[config.mk]
export PLATFORM = sky130hd
export DESIGN_NAME = fifo_uart_tx
export DESIGN_NICKNAME = d
export VERILOG_FILES = /design/src/rtl/fifo_uart_tx_pkg.sv /design/src/rtl/uart_tx_byte.sv /design/src/rtl/fifo_uart_tx.sv
export SDC_FILE = /design/constraint.sdc
export NUM_CORES = 1
export LEC_CHECK = 0
export CORE_AREA = 2 2 86 88
export CTS_CLUSTER_SIZE = 20
export DETAILED_ROUTE_END_ITERATION = 8
export DIE_AREA = 0 0 88 90
export HOLD_SLACK_MARGIN = 0.12
export MAX_ROUTING_LAYER = met4
export PLACE_DENSITY = 0.79
export SLEW_MARGIN = 20
export SYNTH_ARGS = -nofsm -noshare
export SYNTH_HDL_FRONTEND = slang
export SYNTH_SLANG_ARGS = --single-unit
[constraint.sdc]
create_clock -name clk -period 2.5 [get_ports clk]
set_input_delay 0.5 -clock clk [delete_from_list [all_inputs] [get_ports clk]]
set_output_delay 0.5 -clock clk [all_outputs]
set_load 0.005 [all_outputs]
[src/rtl/fifo_uart_tx_pkg.sv]
// Shared definitions for the FIFO-to-UART drain path: state encoding and default line settings.
package fifo_uart_tx_pkg;

    localparam int DEF_CLK_FREQ_HZ = 100_000_000;
    localparam int DEF_BAUD        = 115_200;

    typedef enum logic [2:0] {
        ST_IDLE  = 3'd0,
        ST_READ  = 3'd1,
        ST_LATCH = 3'd2,
        ST_START = 3'd3,
        ST_DATA  = 3'd4,
        ST_STOP  = 3'd5
    } state_t;

endpackage

[src/rtl/uart_tx_byte.sv]
// 8N1 byte serialiser: owns the baud counter, bit counter and START/DATA/STOP sequencing.
module uart_tx_byte
    import fifo_uart_tx_pkg::*;
#(
    parameter int CLKS_PER_BIT = 868
) (
    input  logic       clk,
    input  logic       rst,
    input  logic       i_start,
    input  logic [7:0] i_byte,
    output logic       o_tx,
    output logic       o_last,
    output state_t     o_state
);

    localparam int CW = $clog2(CLKS_PER_BIT);
    localparam logic [CW-1:0] CNT_LAST = CW'(CLKS_PER_BIT - 1);

    state_t          r_state;
    logic [CW-1:0]   r_baud_cnt;
    logic [2:0]      r_bit_idx;
    logic [7:0]      r_data;
    logic            r_tx;
    logic            w_bit_end;

    assign w_bit_end = (r_baud_cnt == CNT_LAST);
    // i_start is honoured in IDLE and on the last stop cycle, so bytes chain with no gap.
    assign o_last    = (r_state == ST_STOP) && w_bit_end;
    assign o_tx      = r_tx;
    assign o_state   = r_state;

    always_ff @(posedge clk or posedge rst) begin
        if (rst) begin
            r_state    <= ST_IDLE;
            r_baud_cnt <= '0;
            r_bit_idx  <= '0;
            r_data     <= '0;
            r_tx       <= 1'b1;
        end else begin
            if (r_state != ST_IDLE) begin
                r_baud_cnt <= w_bit_end ? '0 : r_baud_cnt + 1'b1;
            end
            case (r_state)
                ST_IDLE: begin
                    if (i_start) begin
                        r_state <= ST_START;
                        r_data  <= i_byte;
                        r_tx    <= 1'b0;
                    end
                end
                ST_START: begin
                    if (w_bit_end) begin
                        r_state   <= ST_DATA;
                        r_bit_idx <= '0;
                        r_tx      <= r_data[0];
                    end
                end
                ST_DATA: begin
                    if (w_bit_end) begin
                        if (r_bit_idx == 3'd7) begin
                            r_state <= ST_STOP;
                            r_tx    <= 1'b1;
                        end else begin
                            r_bit_idx <= r_bit_idx + 1'b1;
                            r_data    <= {1'b0, r_data[7:1]};
                            r_tx      <= r_data[1];
                        end
                    end
                end
                ST_STOP: begin
                    if (w_bit_end) begin
                        if (i_start) begin
                            r_state <= ST_START;
                            r_data  <= i_byte;
                            r_tx    <= 1'b0;
                        end else begin
                            r_state <= ST_IDLE;
                        end
                    end
                end
                default: begin
                    r_state <= ST_IDLE;
                    r_tx    <= 1'b1;
                end
            endcase
        end
    end

endmodule

[src/rtl/fifo_uart_tx.sv]
// Pops 32-bit words from the FIFO and sends each as NBYTES UART bytes, least-significant first.
module fifo_uart_tx
    import fifo_uart_tx_pkg::*;
#(
    parameter int CLK_FREQ_HZ = DEF_CLK_FREQ_HZ,
    parameter int BAUD        = DEF_BAUD,
    parameter int DATA_W      = 32
) (
    input  logic              clk,
    input  logic              rst,
    input  logic              fifo_empty,
    output logic              fifo_rd_en,
    input  logic [DATA_W-1:0] fifo_rd_data,
    output logic              tx,
    output logic              busy,
    output logic [15:0]       words_sent,
    output state_t            dbg_state
);

    localparam int CLKS_PER_BIT = CLK_FREQ_HZ / BAUD;
    localparam int NBYTES       = DATA_W / 8;
    localparam int IW           = (NBYTES > 1) ? $clog2(NBYTES) : 1;
    localparam logic [IW-1:0] IDX_LAST = IW'(NBYTES - 1);

    // ST_START here means "word in flight"; the byte engine supplies START/DATA/STOP detail.
    state_t            r_state;
    logic              r_rd_en;
    logic              r_busy;
    logic [15:0]       r_words_sent;
    logic [DATA_W-1:0] r_shift;
    logic [IW-1:0]     r_byte_idx;

    logic [DATA_W-1:0] w_shift_nx;
    logic              w_byte_last;
    logic              w_more_bytes;
    logic              w_start;
    logic [7:0]        w_byte;
    state_t            w_tx_state;

    assign w_shift_nx   = r_shift >> 8;
    assign w_more_bytes = (r_byte_idx != IDX_LAST);
    assign w_start      = (r_state == ST_LATCH) ||
                          ((r_state == ST_START) && w_byte_last && w_more_bytes);
    assign w_byte       = (r_state == ST_LATCH) ? fifo_rd_data[7:0] : w_shift_nx[7:0];

    uart_tx_byte #(
        .CLKS_PER_BIT (CLKS_PER_BIT)
    ) u_tx_byte (
        .clk     (clk),
        .rst     (rst),
        .i_start (w_start),
        .i_byte  (w_byte),
        .o_tx    (tx),
        .o_last  (w_byte_last),
        .o_state (w_tx_state)
    );

    assign fifo_rd_en = r_rd_en;
    assign busy       = r_busy;
    assign words_sent = r_words_sent;
    assign dbg_state  = (r_state == ST_START) ? w_tx_state : r_state;

    always_ff @(posedge clk or posedge rst) begin
        if (rst) begin
            r_state      <= ST_IDLE;
            r_rd_en      <= 1'b0;
            r_busy       <= 1'b0;
            r_words_sent <= '0;
            r_shift      <= '0;
            r_byte_idx   <= '0;
        end else begin
            case (r_state)
                ST_IDLE: begin
                    if (!fifo_empty) begin
                        r_state <= ST_READ;
                        r_rd_en <= 1'b1;
                        r_busy  <= 1'b1;
                    end
                end
                ST_READ: begin
                    r_state <= ST_LATCH;
                    r_rd_en <= 1'b0;
                end
                ST_LATCH: begin
                    r_state    <= ST_START;
                    r_shift    <= fifo_rd_data;
                    r_byte_idx <= '0;
                end
                ST_START: begin
                    if (w_byte_last) begin
                        if (w_more_bytes) begin
                            r_shift    <= w_shift_nx;
                            r_byte_idx <= r_byte_idx + 1'b1;
                        end else begin
                            r_state      <= ST_IDLE;
                            r_busy       <= 1'b0;
                            r_words_sent <= r_words_sent + 1'b1;
                        end
                    end
                end
                default: begin
                    r_state <= ST_IDLE;
                    r_rd_en <= 1'b0;
                    r_busy  <= 1'b0;
                end
            endcase
        end
    end

endmodule

**Yosys cells after proc, flatten, opt, wreduce, memory -nomap -nowiden**

Cells that the tools add are included.

- Bits of input ports: 35
- Word-level logic and storage cells: 98
- Register bits after elaboration: 80
- Output and inout bits: 22

- Reduce and logical (&&, ||, !) cells: 21
- Multiplexer cells: 40
- Bitwise logic cells: 3
- Add/sub/neg operators: 4
- Eq/ne operators: 19

Operators with widths:

| cell | number |
|---|---|
| $mux 32 | 2 |
| $pmux 32 s2 | 1 |
| $mux 8 | 5 |
| $mux 3 | 12 |
| $pmux 3 s4 | 2 |
| $pmux 8 s3 | 1 |
| $add 16x1->16 const B | 1 |
| $ne 2x2->1 const B | 6 |
| $reduce_and 3->1 | 4 |
| $reduce_and 4->1 | 3 |
| $add 10x1->10 const B | 1 |
| $eq 10x10->1 const B | 1 |
| $mux 10 | 1 |
| $ne 2x1->1 const B | 5 |
| $eq 3x2->1 const B | 3 |
| $eq 3x3->1 const B | 3 |
| $mux 1 | 8 |
| $logic_not 3->1 | 2 |
| $mux 2 | 3 |
| $pmux 3 s2 | 1 |
| $reduce_bool 3->1 | 2 |
| $reduce_and 5->1 | 1 |
| $pmux 1 s4 | 1 |
| $pmux 2 s2 | 1 |
| 11 further kinds | 17 |

**Longest topological paths before layout**

Gate-level depths: netlist of the first run.

- Word-level depth: 8
- Depth in mapped cells: 8
- Gate-level depth less buffers: 6

**Hierarchy**

From an unflattened synthesis of the first run, not the netlist that was laid out.

- Cells, all modules: 335
- Area total of the unflattened synthesis: 3659.8 um2

By module, submodules not included:

| module | seq. area each (um2) | area an instance (um2) | cells an instance | times used |
|---|---|---|---|---|
| fifo_uart_tx | 1151.1 | 2248.4 | 213 | 1 |
| uart_tx_byte | 626.9 | 1411.4 | 122 | 1 |

**Worst setup path after synthesis of the first run**

Ideal clock, no wire load.

- Path type: flip-flop to flip-flop
- From: register u_tx_byte.r_baud_cnt[0]
- To: register u_tx_byte.r_data[0]
- Required time: 2375 ps
- Data arrival time: 1733 ps
- Buffers on the path: 1
- Cell stages (with the launch flop): 7
- Setup slack: 642 ps
- Setup time: 125 ps
- Clock period less this slack: 1858 ps
- Cell sequence: dfrtp_1 ha_1 and2_2 and3_1 buf_6 a22oi_4 mux2_2

- Word-level cells in the longest chain between the ends: 8
- Elaborated cells on any way between the ends: 11
- Classes of those cells: eq/ne: 3; mux: 3; reduce/logical: 5

RTL lines:

| what | RTL line | source |
|---|---|---|
| from (decl) | uart_tx_byte.sv:20 | `logic [CW-1:0] r_baud_cnt;` |
| from (signal assigned) | uart_tx_byte.sv:41 | `r_baud_cnt <= w_bit_end ? '0 : r_baud_cnt + 1'b1;` |
| $eq 10x10->1 (*) | uart_tx_byte.sv:26 | `assign w_bit_end = (r_baud_cnt == CNT_LAST);` |
| $logic_and 1x1->1 | uart_tx_byte.sv:28 | `assign o_last = (r_state == ST_STOP) && w_bit_end;` |
| $logic_and 1x1->1 (2 in a row) | fifo_uart_tx.sv:43 | `((r_state == ST_START) && w_byte_last && w_more_bytes);` |
| $logic_or 1x1->1 | fifo_uart_tx.sv:42 | `assign w_start = (r_state == ST_LATCH) \|\|` |
| $mux 8 (2 in a row) | n/a |  |
| $pmux 8 s3 | n/a |  |
| to (signal assigned) | uart_tx_byte.sv:47 | `r_data <= i_byte;` |
| to (signal assigned) | uart_tx_byte.sv:65 | `r_data <= {1'b0, r_data[7:1]};` |
| to (signal assigned) | uart_tx_byte.sv:74 | `r_data <= i_byte;` |
| to (decl) | uart_tx_byte.sv:22 | `logic [7:0] r_data;` |

Mark *: on every way between the ends. The rest lies on a longest branch, timed or not. The select of a mux whose other input is x is not followed.
A chain may end at the register's enable or synchronous reset.

**Worst setup path after layout of the first run**

- From: register r_state[0]
- To: output dbg_state[1]

- Word-level cells in the longest chain between the ends: 2

RTL lines:

| what | RTL line | source |
|---|---|---|
| from (decl) | fifo_uart_tx.sv:26 | `state_t r_state;` |
| from (signal assigned) | fifo_uart_tx.sv:65 | `r_state <= ST_IDLE;` |
| from (signal assigned) | fifo_uart_tx.sv:75 | `r_state <= ST_READ;` |
| from (signal assigned) | fifo_uart_tx.sv:81 | `r_state <= ST_LATCH;` |
| $eq 3x2->1 | fifo_uart_tx.sv:61 | `assign dbg_state = (r_state == ST_START) ? w_tx_state : r_state;` |
| $mux 3 | fifo_uart_tx.sv:61 |  |
| to (decl) | fifo_uart_tx.sv:17 | `output state_t dbg_state` |

No other way between the ends.

==> impl_metrics.env, run 1 <==
export IMPL_hold_class="reg -> reg"
export IMPL_crit_path_end_kind="output port"
export IMPL_synth_nets=412
export IMPL_syn_area_per_cell_um2=10.1
export IMPL_power_density_nw_per_um2=466
export IMPL_cts_max_level=3
export IMPL_path_clk_slew_ns=0.07
export IMPL_slew_headroom_pct=40.3
export IMPL_finalPower_uw=2140
export IMPL_multi_input_area_um2=1820
export IMPL_final_cell_mix="70 x dfrtp_1, 56 x clkdlybuf4s50_1, 49 x nand2_1, 33 x nor2_1, 33 x o21ai_0"
export IMPL_run_status="complete, no violations"
export IMPL_drtIter0Drc=183
export IMPL_nets=468
export IMPL_wirelength_um=7400
export IMPL_portBuffers=56
export IMPL_cts_sinks=71
export IMPL_grt_max_degree=33
export IMPL_crit_buf_inv=2
export IMPL_cp_slowest_cell="clkdlybuf4s50_1"
export IMPL_post_cts_buffers=0
export IMPL_r2r_end="words_sent[15]$_DFFE_PP0P_"
export IMPL_startpoint_type="flop"
export IMPL_placeableCoreArea_um2=7020
export IMPL_finalHoldViolations=0
export IMPL_rrSetupSlack_ns=0.40
export IMPL_die_h_um=90
export IMPL_max_stage_delay_ns=0.52
export IMPL_seq_area_frac_synth_pct=47.9
export IMPL_timing_final_crit_share_pct=93.6
export IMPL_io_pins=57
export IMPL_die_area_um2=7920
export IMPL_area_growth_pct=23.7
export IMPL_first_pass_iters=5
export IMPL_finalSetupTns_ns=0
export IMPL_worstPathRequired_ns=2.00
export IMPL_utilization_pct=65.4
export IMPL_grt_pass1_vias=2694
export IMPL_cts_tree="built"
export IMPL_rsz0062_at_grt="no"
export IMPL_cts_root_buffer="clkbuf_8"
export IMPL_wire_per_inst_um=14.0
export IMPL_place_gp_congestion=0.872
export IMPL_hold_depth=1
export IMPL_reg2reg_depth=6
export IMPL_cap_violations=0
export IMPL_fmax_ghz=0.428
export IMPL_grt_pass1_wl_um=12500
export IMPL_synth_enable_flop_cells=0
export IMPL_rows=31
export IMPL_synth_warnings=0
export IMPL_grt_antenna_before_repair=0
export IMPL_p_leak_uw=0.00199
export IMPL_min_period_ns=2.34
export IMPL_placed_area_um2=4380
export IMPL_insertedDiodeCount=0
export IMPL_min_to="words_sent[8]$_DFFE_PP0P_"
export IMPL_hp_start="words_sent[8]$_DFFE_PP0P_"
export IMPL_cts_buffers=9
export IMPL_netlist_area_um2=3710
export IMPL_synthArstFlopShare_pct=100
export IMPL_max_slew_worst_pin_slew_ns=0.889
export IMPL_via_per_inst=5.35
export IMPL_vias=2827
export IMPL_design_area_um2=4590
export IMPL_dp_hpwl_um=5530
export IMPL_cp_max_fo=8
export IMPL_criticalPathCategory="reg -> out"
export IMPL_arrival_ns=1.84
export IMPL_insertion_delay_ns=0.34
export IMPL_peakVddDrop_v=0.000395
export IMPL_syn_inst=368
export IMPL_cts_resized=0
export IMPL_drive_gt1_share_pct=11.9
export IMPL_reg2reg_from="u_tx_byte.r_baud_cnt[0]$_DFFE_PP0N_"
export IMPL_setup_viol_count_final=0
export IMPL_die_w_um=88
export IMPL_placed_cells=512
export IMPL_fin_cells=528
export IMPL_synth_distinct_cells=53
export IMPL_start_util_pct=52.9
export IMPL_cp_top_family="buffers and inverters"
export IMPL_final_max_slew_viol_count=0
export IMPL_seqCellArea_um2=1780
export IMPL_path_cells="ha_4 -> buf_4 -> o21ai_0 -> clkdlybuf4s50_1"
export IMPL_fillers=561
export IMPL_cts_hold_buf=0
export IMPL_drc_errors=0
export IMPL_synthFlopType="dfrtp_1"
export IMPL_ant_nets=0
export IMPL_synth_seq_cells=71
export IMPL_grt_overflow=0
export IMPL_track_usage_pct=20.4
export IMPL_layout_commonest_cell="dfrtp_1"
export IMPL_fin_worst_skew_ns=0.00957
export IMPL_cts_buffer_depth=2
[cell usage after synthesis (all sizes together), types with 2 or more instances]
| library cell | instances | area share, % |
|---|---|---|
| a21oi | 23 | 3.1 |
| a22oi | 3 | 0.98 |
| a31oi | 4 | 1.1 |
| and2 | 6 | 1.1 |
| and3 | 2 | 0.34 |
| and4 | 3 | 0.71 |
| buf | 15 | 2.4 |
| clkbuf | 5 | 0.54 |
| dfrtp | 70 | 47 |
| ha | 9 | 3.0 |
| inv | 4 | 0.40 |
| mux2 | 10 | 3.0 |
| mux2i | 25 | 6.7 |
| nand2 | 49 | 5.0 |
| nand2b | 2 | 0.34 |
| nand3 | 7 | 1.2 |
| nand4 | 11 | 2.3 |
| nor2 | 33 | 3.3 |
| nor2b | 3 | 0.51 |
| nor3 | 4 | 0.84 |
| nor3b | 5 | 1.0 |
| o21ai | 34 | 4.7 |
| or3 | 2 | 0.34 |
| xnor2 | 14 | 3.5 |
| xor2 | 9 | 2.1 |
[power breakdown]
group,internal (µW),leakage (µW),switching (µW)
clock,488,0.000103,419
sequential,1150,0.000816,0
combinational,53.6,0.00107,32.5
[registers in the layout (all words and copies together) (netlist names)]
name and count:
u_tx_byte.r_bit_idx 3, busy 1, u_tx_byte.o_tx 1, r_byte_idx 2, words_sent 16, u_tx_byte.r_data 8
r_state 2, u_tx_byte.o_state 3, r_shift 24, fifo_rd_en 1, u_tx_byte.r_baud_cnt 10
[cell families after synthesis]
group | share of synthesized area [%]
compound gates | 11.5
xor+xnor | 5.63
fa+ha+maj | 3.03
buf+inv | 3.30
flops | 47.9
mux | 9.77
simple gates | 18.9
[layer usage]
| layer | track usage [%] | part of all wire (%) |
|---|---|---|
| met5 | - | 0 |
| met4 | 5.13 | 0.81 |
| met3 | 4.22 | 4.6 |
| met2 | 32.6 | 51 |
| met1 | 26.7 | 44 |
[through the flow]
stage / hold WS [ns] / setup slack (ns)
after floorplan: 0.473 / 0.205
after global placement: 0.477 / 0.389
after detailed placement: 0.474 / 0.374
after CTS: 0.487 / 0.0403
after global routing: 0.510 / 0.0279
final: 0.484 / 0.161
[worst reg2reg max path, cell delays in order (launching register included)]
cell	delay [ns]
dfrtp_1	0.40
ha_1	0.23
and2_2	0.19
and3_1	0.46
and4_1	0.44
nand4_4	0.14
xnor2_2	0.14
[cell type report]
| cell class | count | share of cell area [%] |
|---|---|---|
| Tap cell | 99 | 2.70 |
| Timing Repair Buffer | 65 | 14.2 |
| Multi-Input combinational cell | 273 | 39.7 |
| Clock buffer | 11 | 3.08 |
| Clock inverter | 5 | 1.25 |
| Sequential cell | 71 | 38.7 |
| Inverter | 4 | 0.327 |
[how the worst max path moves through the flow]
stage                                       from                              end  slack [ns]  cells past startpoint
after floorplan                              rst                 busy$_DFFE_PP0P_        0.21                      1
after global placement    r_state[0]$_DFFE_PP0P_  u_tx_byte.r_data[7]$_DFFE_PP0P_        0.39                      6
after detailed placement  r_state[0]$_DFFE_PP0P_  u_tx_byte.r_data[7]$_DFFE_PP0P_        0.37                      6
after CTS                 r_state[0]$_DFFE_PP0P_                     dbg_state[1]        0.04                      4
after global routing      r_state[0]$_DFFE_PP0P_                     dbg_state[1]        0.03                      4
final                     r_state[0]$_DFFE_PP0P_                     dbg_state[1]        0.16                      4
Power figures use the tool's default switching activity.
==> inputs of run 2 (changes only) <==
--- a/config.mk
+++ b/config.mk
@@ -5,13 +5,13 @@
 export SDC_FILE = /design/constraint.sdc
 export NUM_CORES = 1
 export LEC_CHECK = 0
-export CORE_AREA = 2 2 86 88
+export CORE_AREA = 2 2 91 93
 export CTS_CLUSTER_SIZE = 20
 export DETAILED_ROUTE_END_ITERATION = 8
-export DIE_AREA = 0 0 88 90
+export DIE_AREA = 0 0 93 95
 export HOLD_SLACK_MARGIN = 0.12
 export MAX_ROUTING_LAYER = met4
-export PLACE_DENSITY = 0.79
+export PLACE_DENSITY = 0.74
 export SLEW_MARGIN = 20
 export SYNTH_ARGS = -nofsm -noshare
 export SYNTH_HDL_FRONTEND = slang
==> constraint.sdc (replaced) <==
create_clock -name clk -period 2.1 [get_ports clk]
set_input_delay 0.42 -clock clk [delete_from_list [all_inputs] [get_ports clk]]
set_output_delay 0.42 -clock clk [all_outputs]
set_load 0.005 [all_outputs]
==> run 2 against run 1 <==
  * Global-route usage down 0.96 points
  * Largest power group unchanged
  * Clock-buffer cell count fell by 1
  * Combinational power is 15% higher
  * Die area grew 12%
  * Register-to-register slack got worse by 0.30 ns
  * Via count is 1.7% higher
  * Largest cell class unchanged
==> impl_metrics.env, run 2 (same netlist as run 1, synthesis figures left out) <==
export IMPL_run_status="complete, no violations"
export IMPL_drc_errors=0
export IMPL_worst_hold_slack_ns=0.488
export IMPL_die_w_um=93
export IMPL_cts_hold_buf=0
export IMPL_rsz0062_at_grt="no"
export IMPL_hold_class="reg -> reg"
export IMPL_grt_antenna_before_repair=0
export IMPL_via_per_inst=5.28
export IMPL_top_register="r_shift"
export IMPL_insertion_delay_ns=0.35
export IMPL_rows=33
export IMPL_area_growth_pct=26.1
export IMPL_ant_nets=0
export IMPL_largest_reg_flops=24
export IMPL_peakVddDrop_v=0.000325
export IMPL_max_slew_worst_pin_slew_ns=0.452
export IMPL_portBuffers=56
export IMPL_startpoint_type="flop"
export IMPL_layout_commonest_cell="dfrtp_1"
export IMPL_vias=2874
export IMPL_grt_pass1_vias=2902
export IMPL_wire_per_inst_um=14.1
export IMPL_post_cts_buffers=0
export IMPL_min_period_ns=2.00
export IMPL_cts_buffer_depth=2
export IMPL_io_pins=57
export IMPL_final_max_slew_viol_count=0
export IMPL_power_density_nw_per_um2=553
export IMPL_cap_violations=0
export IMPL_dp_hpwl_um=5530
export IMPL_placeableCoreArea_um2=7930
export IMPL_cts_max_level=3
export IMPL_crit_path_end_kind="flop"
export IMPL_wirelength_um=7670
export IMPL_worstPathRequired_ns=2.33
export IMPL_drive_gt1_share_pct=14.1
export IMPL_fin_worst_skew_ns=0.00925
export IMPL_first_pass_iters=4
export IMPL_cts_root_buffer="clkbuf_8"
export IMPL_grt_max_degree=72
export IMPL_utilization_pct=59.0
export IMPL_cts_buffers=9
export IMPL_final_cell_mix="70 x dfrtp_1, 54 x clkdlybuf4s50_1, 49 x nand2_1, 33 x nor2_1, 29 x o21ai_0"
export IMPL_die_h_um=95
export IMPL_fmax_ghz=0.499
export IMPL_cts_sinks=71
export IMPL_insertedDiodeCount=0
export IMPL_place_gp_congestion=0.772
export IMPL_start_util_pct=46.8
export IMPL_cp_max_fo=10
export IMPL_drtIter0Drc=160
export IMPL_p_leak_uw=0.00204
export IMPL_grt_pass1_wl_um=13100
export IMPL_die_area_um2=8840
export IMPL_cts_tree="built"
export IMPL_finalHoldViolations=0
export IMPL_setup_viol_count_final=0
export IMPL_track_usage_pct=19.5
export IMPL_finalPower_uw=2590
export IMPL_nets=478
export IMPL_grt_overflow=0
export IMPL_arrival_ns=2.24
export IMPL_path_clk_slew_ns=0.09
export IMPL_criticalPathCategory="reg -> reg"
export IMPL_slew_headroom_pct=69.6
export IMPL_timing_final_crit_share_pct=95.4
## run 2: worst paths after layout
kind                            cells after the start                                 from                                   to  slack [ns]
worst min register to register                      1            words_sent[8]$_DFFE_PP0P_            words_sent[8]$_DFFE_PP0P_        0.49
worst max-delay path                                5  u_tx_byte.r_baud_cnt[0]$_DFFE_PP0N_      u_tx_byte.r_data[1]$_DFFE_PP0P_         0.1
min in group asynchronous                           3                                  rst  u_tx_byte.r_baud_cnt[0]$_DFFE_PP0N_        0.51
max in group asynchronous                           3                                  rst           u_tx_byte.o_tx$_DFFE_PP1P_        1.22
worst min-delay path                                1            words_sent[8]$_DFFE_PP0P_            words_sent[8]$_DFFE_PP0P_        0.49
worst max register to register                      5  u_tx_byte.r_baud_cnt[0]$_DFFE_PP0N_      u_tx_byte.r_data[1]$_DFFE_PP0P_         0.1
## run 2: where the power goes
| group | total (µW) | switching (µW) | leakage, µW | internal, µW |
|---|---|---|---|---|
| clock network | 1120 | 564 | 0.000101 | 558 |
| registers | 1370 | 0 | 0.000816 | 1370 |
| logic | 98.9 | 38.3 | 0.00112 | 60.5 |
| total | 2590 | 603 | 0.00204 | 1980 |
## run 2: worst max-delay path, cell delays in order, from the launching register on
cell and delay [ns]:
dfrtp_1 0.42, ha_1 0.23, and2_2 0.22, and3_2 0.28
a22oi_4 0.36, mux2_2 0.38
## run 2: layer usage
metal  share of wire [%]  global-route usage (%)  up-vias
li1                    -                       -     1425
met1                  45                    22.9     1368
met2                  49                    33.6       72
met3                 3.8                    3.59        9
met4                 1.5                    6.99        0
met5                   0                       -        -
## run 2: layout make-up
type | instances | area (µm²)
sequential | 71 | 1780
inverter | 4 | 18.8
clock inverter | 6 | 70.1
multi-input combinational | 273 | 1830
fill | 699 | 3250
timing repair buffer | 75 | 729
clock buffer | 10 | 128
tap | 105 | 131
## run 2: what timing repair did
action / CTS / global route
setup endpoints to repair: 12 / 8
gates resized for setup: 7 / 3
pin swaps: 0 / 1
## run 2: per-stage QoR
stage	setup WS, ns	instance area (µm²)	instances	TNS [ns]
3_3_place_gp	0.0282	4470	528	0
5_1_grt	0.00583	4680	544	0
3_5_place_dp	-0.0301	4470	528	-0.153
6_report	0.0958	4680	544	0
4_1_cts	0.00282	4680	544	0
2_1_floorplan	0.242	3720	368	0
==> inputs of run 3 (changes only) <==
--- a/config.mk
+++ b/config.mk
@@ -6,7 +6,7 @@
 export NUM_CORES = 1
 export LEC_CHECK = 0
 export CORE_AREA = 2 2 91 93
-export CTS_CLUSTER_SIZE = 20
+export CTS_CLUSTER_SIZE = 30
 export DETAILED_ROUTE_END_ITERATION = 8
 export DIE_AREA = 0 0 93 95
 export HOLD_SLACK_MARGIN = 0.12
==> results of run 3 <==
The final DEF is identical to that of run 2; final timing and power are the same.
